==> config.mk <==
export PLATFORM = sky130hd
export DESIGN_NAME = lfsr_hex_display
export DESIGN_NICKNAME = d
export VERILOG_FILES = /design/src/rtl/lfsr_hex_display.sv
export SDC_FILE = /design/constraint.sdc
export NUM_CORES = 1
export LEC_CHECK = 0
export CAP_MARGIN = 20
export CORE_MARGIN = 10
export CORE_UTILIZATION = 52
export DETAILED_ROUTE_END_ITERATION = 8
export PLACE_DENSITY = 0.81
export SKIP_CTS_REPAIR_TIMING = 1
export SLEW_MARGIN = 15
export SYNTH_ARGS = -nofsm -noshare
export SYNTH_HDL_FRONTEND = slang
export SYNTH_SLANG_ARGS = --single-unit
export TNS_END_PERCENT = 10
==> constraint.sdc <==
create_clock -name clk -period 2.4 [get_ports clk]
set_input_delay 0.36 -clock clk [delete_from_list [all_inputs] [get_ports clk]]
set_output_delay 0.36 -clock clk [all_outputs]
set_load 0.01 [all_outputs]
==> src/rtl/lfsr_hex_display.sv <==
// Fibonacci LFSR with auto/manual stepping and a registered
// active-low seven-segment hex display driver.
module lfsr_hex_display #(
    parameter int               WIDTH    = 8,
    parameter int               DIGITS   = WIDTH / 4,
    parameter logic [WIDTH-1:0] TAPS     = WIDTH'('h1D),
    parameter logic [WIDTH-1:0] SEED_RST = WIDTH'(1),
    parameter int               DIV      = 4
) (
    input  logic                  clk,
    input  logic                  rst,
    input  logic                  auto,
    input  logic                  step,
    input  logic                  freeze,
    input  logic                  load,
    input  logic [WIDTH-1:0]      seed,
    input  logic [DIGITS-1:0]     blank,
    output logic [WIDTH-1:0]      q,
    output logic [7*DIGITS-1:0]   seg
);

    localparam int            CW       = (DIV > 1) ? $clog2(DIV) : 1;
    localparam logic [CW-1:0] CNT_LAST = CW'(DIV - 1);

    logic [WIDTH-1:0]    lfsr_q, lfsr_d;
    logic [CW-1:0]       cnt_q, cnt_d;
    logic                step_d_q, step_d_d;
    logic [7*DIGITS-1:0] seg_q, seg_d;

    logic             step_rise;
    logic             run;
    logic             tick;
    logic             adv;
    logic             fb;
    logic [WIDTH-1:0] shifted;

    function automatic logic [6:0] hex7(input logic [3:0] v);
        logic [6:0] p;
        p = 7'h7F;
        case (v)
            4'h0: p = 7'h40;
            4'h1: p = 7'h79;
            4'h2: p = 7'h24;
            4'h3: p = 7'h30;
            4'h4: p = 7'h19;
            4'h5: p = 7'h12;
            4'h6: p = 7'h02;
            4'h7: p = 7'h78;
            4'h8: p = 7'h00;
            4'h9: p = 7'h10;
            4'hA: p = 7'h08;
            4'hB: p = 7'h03;
            4'hC: p = 7'h46;
            4'hD: p = 7'h21;
            4'hE: p = 7'h06;
            4'hF: p = 7'h0E;
            default: p = 7'h7F;
        endcase
        return p;
    endfunction

    // Advance request: prescaler tick in auto mode, step edge in manual mode.
    always_comb begin
        step_rise = step & ~step_d_q;
        run       = auto & ~freeze;
        tick      = run & (cnt_q == CNT_LAST);
        adv       = ~freeze & (tick | (~auto & step_rise));
        fb        = ^(lfsr_q & TAPS);
        shifted   = {fb, lfsr_q[WIDTH-1:1]};
    end

    // Next state: load beats advance; an all-zero state escapes to 1.
    always_comb begin
        step_d_d = step;
        cnt_d    = cnt_q;
        lfsr_d   = lfsr_q;
        if (load) begin
            lfsr_d = seed;
            cnt_d  = '0;
        end else begin
            if (adv) begin
                lfsr_d = (lfsr_q == '0) ? WIDTH'(1) : shifted;
            end
            if (run) begin
                cnt_d = (cnt_q == CNT_LAST) ? '0 : cnt_q + CW'(1);
            end
        end
    end

    // Per-digit decode of the current state, with blanking.
    always_comb begin
        seg_d = '1;
        for (int k = 0; k < DIGITS; k++) begin
            seg_d[7*k +: 7] = blank[k] ? 7'h7F : hex7(lfsr_q[4*k +: 4]);
        end
    end

    // State registers; reset shows the seed with a dark display.
    always_ff @(posedge clk or negedge rst) begin
        if (!rst) begin
            lfsr_q   <= SEED_RST;
            cnt_q    <= '0;
            step_d_q <= 1'b0;
            seg_q    <= '1;
        end else begin
            lfsr_q   <= lfsr_d;
            cnt_q    <= cnt_d;
            step_d_q <= step_d_d;
            seg_q    <= seg_d;
        end
    end

    assign q   = lfsr_q;
    assign seg = seg_q;

endmodule

==> flow_summary.json <==
{
  "status": "finished, final reports clean",
  "cts_max_level": 1,
  "cp.arrival_ns": 1.68,
  "r2r_slack_ns": 0.57,
  "path_buf_inv": 1,
  "final_cell_mix": "clkdlybuf4s50_1 (37), ha_1 (16), nand2_1 (15), dfstp_2 (15), nor2_1 (14)",
  "critPathMaxStageDelay_ns": 0.71,
  "overflow": 0,
  "cts.path.max_buffers": 2,
  "numCtsBuffers": 3,
  "synth_area_sq_um": 1514,
  "viasPerCell": 5.550,
  "portBuffers": 37,
  "ys_types": 32,
  "die_x_um": 73.96,
  "die_area_sq_um": 5469,
  "cap_violations": 0,
  "finalCriticalPeriod_ns": 2.036,
  "startpoint_type": "flop",
  "synth_top_area_frac": 0.2603,
  "num_vias": 1171,
  "clk_latency_ns": 0.32,
  "cp_max_fo": 17,
  "syn_to_final_growth_pct": 26.69,
  "async_flop_share": 1.000,
  "start_util": 0.5443,
  "clock-sinks": 25,
  "synthTopCellsByArea": "dfstp_2 (26%), dfrtp_1 (17%), ha_1 (13%), mux2i_1 (7.3%), nand2_1 (3.7%)",
  "wl_per_cell_um": 15.43,
  "grt_pass1_wl_mm": 5.533,
  "core_area_sq_um": 2781,
  "synth_area_per_cell_sq_um": 10.37,
  "fin_nets": 213,
  "fin_skew_ns": 0.003947,
  "place.gp.congestion": 0.8562,
  "slew_headroom": 0.6350,
  "synth.net_count": 178,
  "hp-class": "in2async",
  "dp.cells": 207,
  "ioPinCount": 38,
  "grt_pass1_vias": 1171,
  "synth-seq-cells": 25,
  "setup_viol": 0,
  "final_antenna_net_count": 0,
  "critical_path_class": "reg2out",
  "n_antenna_cell": 0,
  "drt_iter0_markers": 31,
  "finalNonFillerCells": 211,
  "worst_pin_slew_ns": 0.5475,
  "cts_tree": "done",
  "rows": 19,
  "wirelength_mm": 3.256,
  "setup_tns_ns": 0,
  "grt_max_degree": 26,
  "root_buffer": "clkbuf_4",
  "grt_use_total": 0.1245,
  "power_density_nw_per_um2": 555.3,
  "ys_seq_area_frac": 0.4256,
  "critPathRequiredTime_ns": 2.04,
  "ys_warn_count": 0,
  "drive_above_1_share": 0.1611,
  "antenna_found_initial": 0,
  "remaining_drc_errors": 0,
  "final_common_cell": "clkdlybuf4s50_1",
  "yosysTopAreaCell": "dfstp_2",
  "finalCritPeriodShare": 0.8484,
  "synthCells": 146,
  "slew_viol_final": 0,
  "synth-edff-count": 0,
  "path_clk_slew_ns": 0.13,
  "fp.dieH_um": 73.96,
  "rsz0062_at_grt": "no",
  "ir_worst_vdd_uv": 476.9,
  "final_hold_viol_count": 0,
  "dp_hpwl_mm": 2.523,
  "end_kind": "primary output",
  "cp_slowest_cell": "dfrtp_1",
  "worstPathCellList": "clkdlybuf4s50_1",
  "power_leakage_nw": 0.8430,
  "firstDrtPassIters": 4,
  "critPathTopFamily": "flip-flops",
  "synth_ff_type": "dfstp_2",
  "max_freq_mhz": 491.1
}
-- area by class of cell --
cell class | count | area [sq um]
fill | 200 | 863.3
tap | 31 | 38.79
timing repair buffer | 39 | 385.4
clock buffer | 3 | 22.52
multi-input combinational | 104 | 792.0
sequential | 25 | 644.4
clock inverter | 1 | 5.005
inverter | 8 | 30.03
-- per-stage QoR --
step                power, mW  worst slack, ns  utilization  area, sq um  hold WS [ns]
floorplan              0.7279           0.7684            -         1514       0.06441
global placement       0.8749           0.6077       0.6797         1891        0.5072
detailed placement     0.8855           0.5247       0.6797         1891        0.5328
CTS                     1.076           0.3377       0.6896         1918        0.3927
global route            1.136           0.2449       0.6896         1918        0.3936
finish                  1.065           0.3638       0.6896         1918        0.3815
-- per-layer routing --
layer,vias to the layer above,part of all wire,track usage,routed length (um)
li1,577,-,-,-
met1,551,0.42,0.1553,1383
met2,39,0.47,0.1913,1520
met3,4,0.095,0.04521,309
met4,0,0.013,0.04969,43
met5,-,0,0,0
-- flip-flops by register name, indices dropped and copies added (netlist names) --
name	flops
step_d_q	1
seg	14
cnt_q	2
q	8
-- cell usage after synthesis, types with 5 or more instances --
cell and instances:
clkbuf_1 5, inv_1 6, ha_1 16, nand2_1 15
o21ai_1 10, dfrtp_1 10, dfstp_2 15, mux2i_1 11
a211o_1 5, a21oi_1 8, nor2_1 14
-- cells by family after synthesis --
family / share of synthesized area
AND/OR/NAND/NOR: 0.1149
AO/OA/AOI/OAI: 0.1603
flip-flops: 0.4256
buffers and inverters: 0.05124
adder cells (fa/ha/maj): 0.1322
multiplexers: 0.09504
XOR/XNOR: 0.02066
-- where the power goes --
part | internal (mW) | switching [mW] | leakage, nW | total, mW
Clock | 0.0624 | 0.125 | 0.0177 | 0.188
Combinational | 0.186 | 0.154 | 0.543 | 0.339
Sequential | 0.486 | 0.0519 | 0.282 | 0.538
Total | 0.734 | 0.331 | 0.843 | 1.07
-- worst register-to-register path: cells and delay by family (launching register included) --
kind | cells | cell delay, ns
compound gates | 1 | 0.15
flops | 1 | 0.62
mux | 2 | 0.36
buf+inv | 1 | 0.17
fa+ha+maj | 1 | 0.21
simple gates | 1 | 0.27
-- path summary, 6_finish.rpt --
check	startpoint	endpoint	cells after the start
hold / removal	rst	cnt_q[0]$_DFFE_PN0P_	2
max in group asynchronous	rst	seg[7]$_DFF_PN1_	2
hold reg to reg	cnt_q[1]$_DFFE_PN0P_	cnt_q[1]$_DFFE_PN0P_	2
min in group clk	step	step_d_q$_DFF_PN0_	1
setup reg to reg	q[3]$_DFFE_PN0P_	q[0]$_DFFE_PN1P_	6
setup / recovery	q[7]$_DFFE_PN0P_	q[7]	1
Power figures use the tool's default switching activity.
